File: src/rtl/operand_deserializer.sv
// Serial-to-parallel operand loader feeding the adder_tree operand port.
// Define OPERAND_DESER_DOUBLE_BUF_EN to add a fill bank behind the output bank.
module operand_deserializer #(
    parameter int DATA_WID = 16,
    parameter int LANE_NUM = 8
) (
    input  logic                       clk,
    input  logic                       rst_n,
    input  logic signed [DATA_WID-1:0] in_data,
    input  logic                       in_valid,
    input  logic                       in_last,
    output logic                       in_ready,
    output logic signed [DATA_WID-1:0] out_vec [0:LANE_NUM-1],
    output logic [LANE_NUM-1:0]        out_mask,
    output logic                       out_valid,
    input  logic                       out_ready
);

    localparam int IDX_W = $clog2(LANE_NUM);

    logic [IDX_W-1:0] wr_idx;
    logic             accept;
    logic             complete;

    assign accept   = in_valid && in_ready;
    assign complete = accept && (in_last || (wr_idx == IDX_W'(LANE_NUM - 1)));

`ifdef OPERAND_DESER_DOUBLE_BUF_EN

    logic signed [DATA_WID-1:0] fill_vec    [0:LANE_NUM-1];
    logic signed [DATA_WID-1:0] merged_vec  [0:LANE_NUM-1];
    logic [LANE_NUM-1:0]        fill_mask;
    logic [LANE_NUM-1:0]        merged_mask;
    logic                       fill_full;

    // fill_full can only be set while the output bank is occupied
    assign in_ready = rst_n && !fill_full;

    always_comb begin
        merged_vec          = fill_vec;
        merged_mask         = fill_mask;
        merged_vec[wr_idx]  = in_data;
        merged_mask[wr_idx] = 1'b1;
    end

    always_ff @(posedge clk or negedge rst_n) begin
        if (!rst_n) begin
            wr_idx    <= '0;
            fill_full <= 1'b0;
            fill_mask <= '0;
            out_mask  <= '0;
            out_valid <= 1'b0;
            for (int unsigned i = 0; i < LANE_NUM; i++) begin
                fill_vec[i] <= '0;
                out_vec[i]  <= '0;
            end
        end else begin
            if (accept && !complete) begin
                fill_vec  <= merged_vec;
                fill_mask <= merged_mask;
                wr_idx    <= wr_idx + IDX_W'(1);
            end
            if (complete) begin
                wr_idx <= '0;
                if (!out_valid || out_ready) begin
                    out_vec   <= merged_vec;
                    out_mask  <= merged_mask;
                    out_valid <= 1'b1;
                    fill_vec  <= '{default: '0};
                    fill_mask <= '0;
                end else begin
                    fill_vec  <= merged_vec;
                    fill_mask <= merged_mask;
                    fill_full <= 1'b1;
                end
            end else if (out_valid && out_ready) begin
                if (fill_full) begin
                    out_vec   <= fill_vec;
                    out_mask  <= fill_mask;
                    fill_full <= 1'b0;
                    fill_vec  <= '{default: '0};
                    fill_mask <= '0;
                end else begin
                    out_valid <= 1'b0;
                end
            end
        end
    end

`else

    typedef enum logic {FILL, HOLD} state_t;
    state_t state;

    assign in_ready = rst_n && (state == FILL);

    // Words land directly in the output bank; it is zeroed on drain so
    // unwritten lanes of a short vector are already 0.
    always_ff @(posedge clk or negedge rst_n) begin
        if (!rst_n) begin
            state     <= FILL;
            wr_idx    <= '0;
            out_mask  <= '0;
            out_valid <= 1'b0;
            for (int unsigned i = 0; i < LANE_NUM; i++) begin
                out_vec[i] <= '0;
            end
        end else begin
            case (state)
                FILL: begin
                    if (accept) begin
                        out_vec[wr_idx]  <= in_data;
                        out_mask[wr_idx] <= 1'b1;
                        if (complete) begin
                            wr_idx    <= '0;
                            out_valid <= 1'b1;
                            state     <= HOLD;
                        end else begin
                            wr_idx <= wr_idx + IDX_W'(1);
                        end
                    end
                end
                HOLD: begin
                    if (out_ready) begin
                        out_valid <= 1'b0;
                        out_mask  <= '0;
                        out_vec   <= '{default: '0};
                        state     <= FILL;
                    end
                end
                default: state <= FILL;
            endcase
        end
    end

`endif

endmodule

File: config.mk
export PLATFORM = sky130hd
export DESIGN_NAME = operand_deserializer
export DESIGN_NICKNAME = d
export VERILOG_FILES = /design/src/rtl/operand_deserializer.sv
export SDC_FILE = /design/constraint.sdc
export NUM_CORES = 1
export LEC_CHECK = 0
export ABC_AREA = 0
export CAP_MARGIN = 0
export CORE_MARGIN = 2
export CORE_UTILIZATION = 45
export DETAILED_ROUTE_END_ITERATION = 7
export PLACE_DENSITY = 0.75
export SYNTH_ARGS = -nofsm -noshare
export SYNTH_HDL_FRONTEND = slang
export SYNTH_SLANG_ARGS = --single-unit
export TNS_END_PERCENT = 10
File: constraint.sdc
create_clock -name clk -period 3.75 [get_ports clk]
set_clock_uncertainty 0.2 [all_clocks]
set_input_delay 0.75 -clock clk [delete_from_list [all_inputs] [get_ports clk]]
set_output_delay 0.75 -clock clk [all_outputs]
set_load 0.005 [all_outputs]
## Word-level counts from Yosys, hierarchy flattened

Cells that the tools add are included.

| storage, ports and cells | value |
|---|---|
| bits in writable memories | 0 |
| input port bits | 21 |
| memories kept | 0 |
| bits in registers | 141 |
| output and inout port bits | 138 |
| bits in latches | 0 |
| ROM bits | 0 |

| cells by class | value |
|---|---|
| add/subtract/negate cells | 1 |
| divide/modulo/power cells | 0 |
| magnitude comparators | 4 |
| bitwise gates (word level) | 3 |
| shift operators | 0 |
| reduce and logical (&&, ||, !) cells | 9 |
| mux-type cells | 20 |
| $mul | 0 |
| eq/ne operators | 4 |

Operators by type and width:

| kind | number |
|---|---|
| 128-bit two-way mux | 2 |
| 128-bit case mux with 2 select lines | 1 |
| 128-bit bitwise mux | 1 |
| 16-bit demux with 3-bit select | 1 |
| 16-bit two-way mux | 1 |
| 8-bit two-way mux | 2 |
| 8-bit case mux with 2 select lines | 1 |
| 8-bit OR | 1 |
| 1-bit two-way mux | 7 |
| 2-bit inequality test, second input constant | 3 |
| 1-bit logical AND | 5 |
| 4-bit greater-or-equal comparator, second input constant | 1 |
| 3-bit by 4-bit < comparator with 1-bit output, second input constant | 1 |
| 4-bit by 1-bit < comparator with 1-bit output, second input constant | 1 |
| 3-bit inverter with 4-bit output | 1 |
| 1-bit case mux with 2 select lines | 2 |
| 2-bit AND reduction | 2 |
| 3-bit by 1-bit adder with 3-bit output, second input constant | 1 |
| 1-bit demux with 3-bit select | 1 |
| 3-bit == test, second input constant | 1 |
| 3-bit by 1-bit greater-or-equal comparator with 1-bit output, second input constant | 1 |
| 3-bit two-way mux | 1 |
| 3-bit AND reduction | 1 |
| 1-bit logical OR | 1 |
| 1-bit inverter | 1 |

## Logic depth before layout (Yosys ltp)

Gate-level depths: netlist (run 1).

| depth | value |
|---|---|
| word-level depth | 8 |
| depth in mapped cells | 6 |
| depth with buffers taken out | 5 |

## Worst setup path after synthesis (run 1)

Ideal clock, no wire load.

| timing path | value |
|---|---|
| kind | input -> register |
| start | input rst_n |
| end | register out_vec[54] in the netlist's numbering |
| setup time | 0.129 ns |
| stages | 6 |
| data required time | 3.421 ns |
| arrival time | 1.694 ns |
| slack | 1.727 ns |
| buffers on the path | 3 |
| cells stage by stage | nand3b_4 > buf_6 > or3_1 > buf_6 > buf_12 > mux2i_1 |

| on the way | value |
|---|---|
| longest elaborated chain between the ends | 4 |

Ends and longest elaborated chain:

| what | RTL line | RTL |
|---|---|---|
| start, declared | 8 | `input logic rst_n,` |
| 1-bit logical AND | 95 | `assign in_ready = rst_n && (state == FILL);` |
| 1-bit logical AND | 25 | `assign accept = in_valid && in_ready;` |
| 2-bit inequality test (no source line) | -- |  |
| 2-bit AND reduction (no source line) | -- |  |
| end signal, assigned by index | 112 | `out_vec[wr_idx] <= in_data;` |
| end, declared | 13 | `output logic signed [DATA_WID-1:0] out_vec [0:LANE_NUM-1],` |

No other way between the ends.
A chain may end at the register's enable or synchronous reset.

## Final worst setup path (run 1)

| timing path | value |
|---|---|
| start | input in_valid |
| end | register out_vec[126] in the netlist's numbering |

| on the way | value |
|---|---|
| longest elaborated chain between the ends | 3 |

Ends and longest elaborated chain:

| what | RTL line | RTL |
|---|---|---|
| start, declared | 10 | `input logic in_valid,` |
| 1-bit logical AND | 25 |  |
| 2-bit inequality test (no source line) | -- |  |
| 2-bit AND reduction (no source line) | -- |  |

No other way between the ends.

==> qor.yml, run 1 <==
outcome:
  status: "finished, final reports clean"
clock_network:
  h-tree-depth: 4
  clkTransAtPathRegs_ps: 60
  cts_tree: "built"
  clk_root_buffer_cell: "clkbuf_16"
  cts_buffer_depth: 2
  clkSinkCount: 141
  cts_buffers: 17
  cts_setup_buffers: 0
  clkLatencyLatePin_ps: 410
  ctsResizeCount: 0
  cts_hold_buf: 0
yosys:
  ys_seq_elements: 141
  synth-edff-count: 0
  synthTopCellsByArea: "dfrtp_1 61%, mux2i_1 22%, nand2_1 8.7%"
  synth_top_cell_by_area: "dfrtp_1"
  ys_seq_area_share_pct: 60.7
  avgSynthCellArea_um2: 12.0
  ys_types: 27
  syn_inst: 484
  yosysTopAreaCellShare_pct: 60.7
  yosysMostFrequentCell: "dfrtp_1"
  yosysWarningCount: 0
  synth_area_um2: 5810
  synth_commonest_cells: "141 x dfrtp_1, 135 x nand2_1, 128 x mux2i_1"
  synth_nets: 507
  synthArstFlopShare_pct: 100
  synth-main-ff-cell: "dfrtp_1"
placement:
  gp_congestion: 0.839
  hpwl_mm: 10.5
  portBuffers: 158
die:
  die-area_um2: 13800
  core_area_um2: 12600
  rows: 41
  pin_count: 159
  dieHeight_um: 118
  dieWidth_um: 118
  initial_core_util_pct: 46.1
setup_path:
  cp-start-kind: "input pin"
  critical_path_peak_fanout: 17
  critical_path_class: "input pin to flop"
  r2r_cells: 3
  r2r_slack_ps: 1570
  cp-startpoint: "in_valid"
  critical_path_required_ps: 3800
  cp.arrival_ps: 2630
  timing.rr.start: "state$_DFF_PN0_"
  cp-end-kind: "flop"
timing:
  relSlewSlack_pct: 26.0
  final-hold-violation-count: 0
  rsz0062_at_grt: "false"
  finalCritPeriodShare_pct: 68.7
  setup_viol: 0
  worstMarginPinSlew_ps: 1110
  setup_tns_ps: 0
  period_needed_ps: 2580
  max_freq_mhz: 388
  final_max_slew_viol_count: 0
job:
  cap_violations: 0
route:
  drtAntennaViolNets: 0
  first_iter_violations: 323
  drt-pass1-iter-count: 4
  via_per_inst: 5.05
  drt-total-wl_mm: 15.5
  wire_per_inst_um: 18.8
  drc: 0
  vias: 4161
pwr:
  total_power_mw: 4.64
  leakage_nw: 3.96
  peakVddDrop_v: 0.000266
  p_per_area_nw_per_um2: 569
layout:
  area_growth_pct: 40.1
  nets: 662
  ff_latch_area_um2: 3530
  num_antenna_cells: 0
  layout-drive-gt1-share_pct: 6.75
  multi_input_area_um2: 2050
  fillCellCount: 994
global_routing:
  antenna_found_initial: 0
  grt_pass1_wl_mm: 24.2
  grt-ovfl-total: 0
  grt_pass1_vias: 4399
  grtUsageTotal_pct: 22.8
  grt_max_degree: 90
hold_path:
  hold_path.class: "input pin to asynchronous set/reset pin"
worst paths after layout:
check,end
worst max-delay path,out_vec[126]$_DFFE_PN0P_
worst min-delay path,out_vec[0]$_DFFE_PN0P_
worst max register to register,out_vec[126]$_DFFE_PN0P_
worst min register to register,out_mask[7]$_DFFE_PN0P_
max in group asynchronous,out_vec[120]$_DFFE_PN0P_
min in group clk,out_mask[7]$_DFFE_PN0P_
layer usage:
metal  GRT usage [%]  wire length (µm)  vias up
li1                -                 -     1893
met1            27.8              6490     2091
met2            39.0              7970      155
met3            6.01               801       22
met4            8.66               274        0
met5               0                 0        -
report_power, final:
group	switching (mW)	internal, mW
Sequential	0.154	1.75
Clock	0.635	1.21
Combinational	0.361	0.525
cells in the final DEF, fill, tap and decap left out:
cell | Yosys | routed
clkdlybuf4s50_1 | 0 | 157
dfrtp_1 | 141 | 141
nand2_1 | 135 | 134
mux2i_1 | 128 | 128
inv_1 | 21 | 21
clkbuf_16 | 0 | 17
buf_4 | 1 | 6
bufinv_16 | 0 | 5
o21a_1 | 4 | 4
a21oi_1 | 4 | 4
nor2_4 | 3 | 3
or3_1 | 3 | 3
o21ai_0 | 3 | 3
clkinv_2 | 0 | 3
nand2b_1 | 2 | 2
ha_1 | 2 | 2
clkinvlp_4 | 0 | 2
clkbuf_1 | 13 | 2
clkbuf_8 | 0 | 2
nor2b_1 | 1 | 1
nand3b_4 | 1 | 1
nor2_1 | 1 | 1
o22ai_1 | 1 | 1
nand2_4 | 0 | 1
nand4b_4 | 1 | 1
nor3_2 | 0 | 1
and2_1 | 1 | 1
or4_1 | 1 | 1
nor4_1 | 1 | 1
a21o_1 | 1 | 1
clkinv_4 | 0 | 1
buf_6 | 5 | 1
per-stage QoR:
stage          instance area (µm²)  hold WS (ps)  setup WS [ps]  utilization, %  instances
3_5_place_dp                  7500           286            764            59.4        792
6_report                      8150           297           1170            64.6        824
4_1_cts                       8150           298           1180            64.6        824
2_1_floorplan                 5810           254           1730               -        484
5_1_grt                       8150           316           1080            64.6        824
3_3_place_gp                  7500           274            810            59.4        792
critical path, cell delays in order:
cell,delay [ps]
clkdlybuf4s50_1,580
nand3b_4,170
or4_1,870
mux2i_1,240
kinds of logic after synthesis:
kind of cell,Yosys count,synth area share (%)
simple gates,151,11.2
buf+inv,49,4.30
mux,128,22.0
flops,141,60.7
compound gates,13,1.36
fa+ha+maj,2,0.430
final cells by class:
cell class / instances / share of cell area (%)
multi-input combinational: 294 / 25.1
sequential: 141 / 43.3
tap: 172 / 2.64
inverter: 21 / 0.967
clock inverter: 11 / 2.32
clock buffer: 21 / 5.65
timing repair buffer: 164 / 20.0
state kept, by name, indices dropped and copies added (netlist names):
signal and cells:
state 1, wr_idx 3, out_valid 1, out_mask 8, out_vec 128
(Power assumes the default switching activity.)
==> run 2, diff against run 1 <==
==> constraint.sdc (replaced) <==
create_clock -name clk -period 2.6 [get_ports clk]
set_clock_uncertainty 0.2 [all_clocks]
set_input_delay 0.52 -clock clk [delete_from_list [all_inputs] [get_ports clk]]
set_output_delay 0.52 -clock clk [all_outputs]
set_load 0.005 [all_outputs]
==> qor.yml, run 2 (same netlist as run 1, synthesis figures left out) <==
setup_path:
  slowest_delay_ps: 500  # was 870 ps
  critical_path_required_ps: 1880  # was 3800 ps
  r2r_slack_ps: 710  # was 1570 ps
  r2r_cells: 4  # was 3
  cp_num_cells: 2  # was 4
  crit_buf_inv: 1  # unchanged
  critical_path_class: "flop to primary output"  # was input pin to flop
  path_cells: "nor2b_1, clkdlybuf4s50_1"  # was clkdlybuf4s50_1, nand3b_4, or4_1, mux2i_1
  cp-start-kind: "flop"  # was input pin
  critical_path_peak_fanout: 6  # was 17
  crit_slowest_cell: "clkdlybuf4s50_1"  # was or4_1
  cp_top_family: "buffers and inverters"  # was simple AND/OR/NAND/NOR gates
  cp-end-kind: "primary output"  # was flop
  cp.arrival_ps: 1500  # was 2630 ps
outcome:
  status: "finished, final reports clean"  # unchanged
layout:
  layout-drive-gt1-share_pct: 8.16  # was 6.75%
  nets: 672  # was 662
  mostFrequentLayoutCells: "157 x clkdlybuf4s50_1, 141 x dfrtp_1, 134 x nand2_1"  # unchanged
  final_common_cell: "clkdlybuf4s50_1"  # unchanged
  largest_register_ffs: 128  # unchanged
  reg_top3: "out_vec x128, out_mask x8, wr_idx x3"  # unchanged
  top_register: "out_vec"  # unchanged
  num_antenna_cells: 0  # unchanged
  area_growth_pct: 43.1  # was 40.1%
timing:
  relSlewSlack_pct: 50.4  # was 26.0%
  final-hold-violation-count: 0  # unchanged
  setup_viol: 0  # unchanged
  final_max_slew_viol_count: 0  # unchanged
  holdWs_ps: 98.6  # was 297 ps
  period_needed_ps: 2220
  max_freq_mhz: 450
  rsz0062_at_grt: "false"  # unchanged
  finalCritPeriodShare_pct: 85.5
  worstMarginPinSlew_ps: 745  # was 1110 ps
  setup_tns_ps: 0  # unchanged
die:
  die-area_um2: 13800  # unchanged
  pin_count: 159  # unchanged
  rows: 41  # unchanged
  initial_core_util_pct: 46.1  # unchanged
  core_area_um2: 12600  # unchanged
  dieWidth_um: 118  # unchanged
  dieHeight_um: 118  # unchanged
global_routing:
  met1_usage_pct: 28.7  # was 27.8%
  use_met2_pct: 39.9  # was 39.0%
  antenna_found_initial: 0  # unchanged
  grt_max_degree: 61  # was 90
  grt_busiest_layer: "met2"  # unchanged
  grt-ovfl-total: 0  # unchanged
  grtUsageTotal_pct: 23.4  # was 22.8%
  grt_pass1_wl_mm: 24.8  # was 24.2 mm
  grt.met3_usage_pct: 6.10  # was 6.01%
  grt_pass1_vias: 4413  # was 4,399
pwr:
  p_per_area_nw_per_um2: 819  # was 569 nW/µm²
  leakage_nw: 4.04  # was 3.96 nW
  peakVddDrop_v: 0.000385  # was 0.000266 V
clock_network:
  clkLatencyLatePin_ps: 420  # was 410 ps
  cts_setup_buffers: 0  # unchanged
  clkSinkCount: 141  # unchanged
  cts_buffers: 17  # unchanged
  ctsResizeCount: 0  # unchanged
  cts_tree: "built"  # unchanged
  cts_buffer_depth: 2  # unchanged
  clkTransAtPathRegs_ps: 60  # about the same
  h-tree-depth: 4  # unchanged
  clk_root_buffer_cell: "clkbuf_16"  # unchanged
  cts_hold_buf: 1  # was 0
route:
  drt-total-wl_mm: 15.8  # was 15.5 mm
  first_iter_violations: 203  # was 323
  drtAntennaViolNets: 0  # unchanged
  wire_per_inst_um: 18.9  # was 18.8 µm
  drc: 0  # unchanged
  vias: 4290  # was 4,161
  via_per_inst: 5.14  # was 5.05
  drt-pass1-iter-count: 5  # was 4
hold_path:
  hold_path.class: "input pin to asynchronous set/reset pin"  # unchanged
job:
  cap_violations: 0  # unchanged
placement:
  portBuffers: 158  # unchanged
  gp_congestion: 0.779  # was 0.839
  hpwl_mm: 10.8  # was 10.5 mm
[run 2: worst register-to-register path, cell delays in order, from the launching register on]
cell and delay (ps):
dfrtp_1 450, nand3b_4 260, or4_1 440, buf_4 250, mux2i_1 160
[run 2: worst paths after layout]
check | start | end
worst max-delay path | state$_DFF_PN0_ | in_ready
worst min-delay path | rst_n | out_vec[82]$_DFFE_PN0P_
worst max register to register | state$_DFF_PN0_ | out_vec[121]$_DFFE_PN0P_
worst min register to register | out_mask[7]$_DFFE_PN0P_ | out_mask[7]$_DFFE_PN0P_
max in group asynchronous | rst_n | out_vec[60]$_DFFE_PN0P_
min in group clk | out_mask[7]$_DFFE_PN0P_ | out_mask[7]$_DFFE_PN0P_
[run 2: final cells by class]
| type | instances | area, µm² |
|---|---|---|
| clock buffers | 20 | 457 |
| multi-input cells | 294 | 2050 |
| clock inverters | 12 | 215 |
| repair buffers | 174 | 1780 |
| inverters | 21 | 78.8 |
| flip-flops and latches | 141 | 3530 |
| well taps | 172 | 215 |
| fillers | 1006 | 4300 |
[run 2: routing by layer]
layer | part of all wire, % | up-vias
met5 | 0 | -
met4 | 1.8 | 0
met3 | 5.6 | 23
met2 | 51 | 146
met1 | 41 | 2189
li1 | - | 1932
[run 2: where the power goes]
group          leakage (nW)  internal [mW]  total, mW  switching (mW)
registers              1.91           2.53       2.75           0.227
logic                  1.80          0.771       1.30           0.527
clock network         0.326           1.84       2.76           0.920
[run 2: stage by stage]
step / util [%] / setup WS, ps / cells / instance area [µm²] / total power, mW
detailed placement: 60.5 / 143 / 801 / 7640 / 4.10
CTS: 66.0 / 356 / 834 / 8320 / 6.86
global placement: 60.5 / 193 / 801 / 7640 / 4.04
finish: 66.0 / 378 / 834 / 8320 / 6.81
floorplan: - / 807 / 484 / 5810 / 3.18
global route: 66.0 / 327 / 834 / 8320 / 7.08
==> run 3, diff against run 2 <==
==> constraint.sdc (replaced) <==
create_clock -name clk -period 2.6 [get_ports clk]
set_clock_uncertainty 0.2 [all_clocks]
set_input_delay 0.52 -clock clk [delete_from_list [all_inputs] [get_ports clk]]
set_output_delay 0.52 -clock clk [all_outputs]
set_load 0.05 [all_outputs]
==> qor.yml, run 3 (same netlist as run 1, synthesis figures left out) <==
setup_path:
  timing.rr.start: "wr_idx[0]$_DFFE_PN0P_"  # was state$_DFF_PN0_
  cp-end-kind: "primary output"  # unchanged
  critical_path_peak_fanout: 14  # was 6
  cp-startpoint: "rst_n"  # was state$_DFF_PN0_
  critical_path_required_ps: 1880  # about the same
  critical_path_class: "input pin to primary output"  # was flop to primary output
  cp.arrival_ps: 1720  # was 1500 ps
  cp-start-kind: "input pin"  # was flop
global_routing:
  met1_usage_pct: 28.9  # was 28.7%
  grt_busiest_layer: "met2"  # unchanged
  grtUsageTotal_pct: 23.1  # was 23.4%
  grt_pass1_wl_mm: 24.7  # was 24.8 mm
  grt_max_degree: 132  # was 61
  use_met2_pct: 39.8  # was 39.9%
  antenna_found_initial: 0  # unchanged
  grt_pass1_vias: 4382  # was 4,413
  grt-ovfl-total: 0  # unchanged
  grt.met3_usage_pct: 5.86  # was 6.10%
clock_network:
  clkLatencyLatePin_ps: 410  # was 420 ps
  cts_tree: "built"  # unchanged
  cts_buffers: 17  # unchanged
  clkSinkCount: 141  # unchanged
  clkTransAtPathRegs_ps: 60  # about the same
  h-tree-depth: 4  # unchanged
  cts_setup_buffers: 0  # unchanged
  clk_root_buffer_cell: "clkbuf_16"  # unchanged
  cts_buffer_depth: 2  # unchanged
layout:
  final_common_cell: "clkdlybuf4s50_1"  # unchanged
  fillCellCount: 983  # was 1,006
  nets: 669  # was 672
  num_antenna_cells: 0  # unchanged
  reg_top3: "out_vec x128, out_mask x8, wr_idx x3"  # unchanged
  layout-drive-gt1-share_pct: 8.04  # was 8.16%
  area_growth_pct: 41.9  # was 43.1%
  layout.cells.non_filler: 831  # was 834
  largest_register_ffs: 128  # unchanged
  mostFrequentLayoutCells: "156 x clkdlybuf4s50_1, 141 x dfrtp_1, 134 x nand2_1"  # was 157 x clkdlybuf4s50_1, 141 x dfrtp_1, 134 x nand2_1
  top_register: "out_vec"  # unchanged
route:
  drc: 0  # unchanged
  drt-total-wl_mm: 15.5  # was 15.8 mm
  wire_per_inst_um: 18.6  # was 18.9 µm
  vias: 4221  # was 4,290
  first_iter_violations: 263  # was 203
  drtAntennaViolNets: 0  # unchanged
  via_per_inst: 5.08  # was 5.14
  drt-pass1-iter-count: 4  # was 5
placement:
  dp.cells: 798  # was 801
  gp_congestion: 0.803  # was 0.779
  hpwl_mm: 10.5  # was 10.8 mm
  place_ws_ps: 165  # was 143 ps
  portBuffers: 158  # unchanged
timing:
  setup_tns_ps: 0  # unchanged
  finalCritPeriodShare_pct: 93.9  # was 85.5%
  holdWs_ps: 295  # was 98.6 ps
  rsz0062_at_grt: "false"  # unchanged
  setup_viol: 0  # unchanged
  period_needed_ps: 2440  # was 2220 ps
  relSlewSlack_pct: 54.2  # was 50.4%
  worstMarginPinSlew_ps: 687  # was 745 ps
  max_freq_mhz: 410  # was 450 MHz
  final_max_slew_viol_count: 0  # unchanged
  final-hold-violation-count: 0  # unchanged
  setup_ws_ps: 159  # was 378 ps
die:
  core_area_um2: 12600  # unchanged
  dieHeight_um: 118  # unchanged
  pin_count: 159  # unchanged
  dieWidth_um: 118  # unchanged
  die-area_um2: 13800  # unchanged
  initial_core_util_pct: 46.1  # unchanged
  rows: 41  # unchanged
outcome:
  status: "finished, final reports clean"  # unchanged
pwr:
  peakVddDrop_v: 0.000447  # was 0.000385 V
  leakage_nw: 4.00  # was 4.04 nW
  p_per_area_nw_per_um2: 925  # was 819 nW/µm²
hold_path:
  hp-start: "out_mask[5]$_DFFE_PN0P_"
  hold_path.class: "flop to flop"  # was input pin to asynchronous set/reset pin
job:
  cap_violations: 0  # unchanged
-- run 3: cell types whose count changed in the layout (fill, tap and decap cells not counted) --
cell / delta
buf_4: -3
inv_8: +1
clkbuf_1: -1
inv_6: +3
buf_12: +1
clkdlybuf4s50_1: -1
clkinv_4: +5
clkinv_2: -4
bufinv_16: -4
-- run 3: critical path: stages --
cell and delay, ps:
dlygate4sd3_1 540, buf_6 210, nor2b_1 260, buf_12 170
-- run 3: worst paths after layout --
path,to,slack (ps),cells after the start
max,in_ready,160,4
min,out_mask[5]$_DFFE_PN0P_,300,1
max reg2reg,out_vec[99]$_DFFE_PN0P_,730,4
min reg2reg,out_mask[5]$_DFFE_PN0P_,300,1
max in group asynchronous,out_vec[8]$_DFFE_PN0P_,960,3
min in group asynchronous,out_vec[47]$_DFFE_PN0P_,310,2
-- run 3: through the flow --
stage / instance area (µm²) / util (%) / total power [mW]
after floorplan: 5810 / - / 4.29
after global placement: 7630 / 60.5 / 5.16
after detailed placement: 7630 / 60.5 / 5.22
after CTS: 8250 / 65.4 / 7.68
after global routing: 8250 / 65.4 / 7.93
final: 8250 / 65.4 / 7.63
-- run 3: repair_timing --
item                       in CTS  in global routing
hold endpoints to repair       10                  0
hold buffers                    1                  0
setup endpoints to repair       0                  0
gates resized for setup         0                  0
-- run 3: cell type report --
type                            count  area, µm²  share of cell area, %
Multi-Input combinational cell    294       2050                   24.8
Clock inverter                     13        156                   1.90
Tap cell                          172        215                   2.61
Timing Repair Buffer              171       1770                   21.4
Inverter                           21       78.8                  0.956
Clock buffer                       19        453                   5.49
Sequential cell                   141       3530                   42.8
-- run 3: per-layer routing --
| metal | wire length [µm] | up-vias |
|---|---|---|
| met5 | 0 | - |
| met4 | 244 | 0 |
| met3 | 649 | 19 |
| met2 | 8040 | 121 |
| met1 | 6550 | 2168 |
| li1 | - | 1913 |
-- run 3: power breakdown --
group	total (mW)	switching [mW]	internal (mW)
clock	2.46	0.974	1.49
sequential	2.75	0.225	2.52
combinational	2.42	1.65	0.770
total	7.63	2.85	4.78
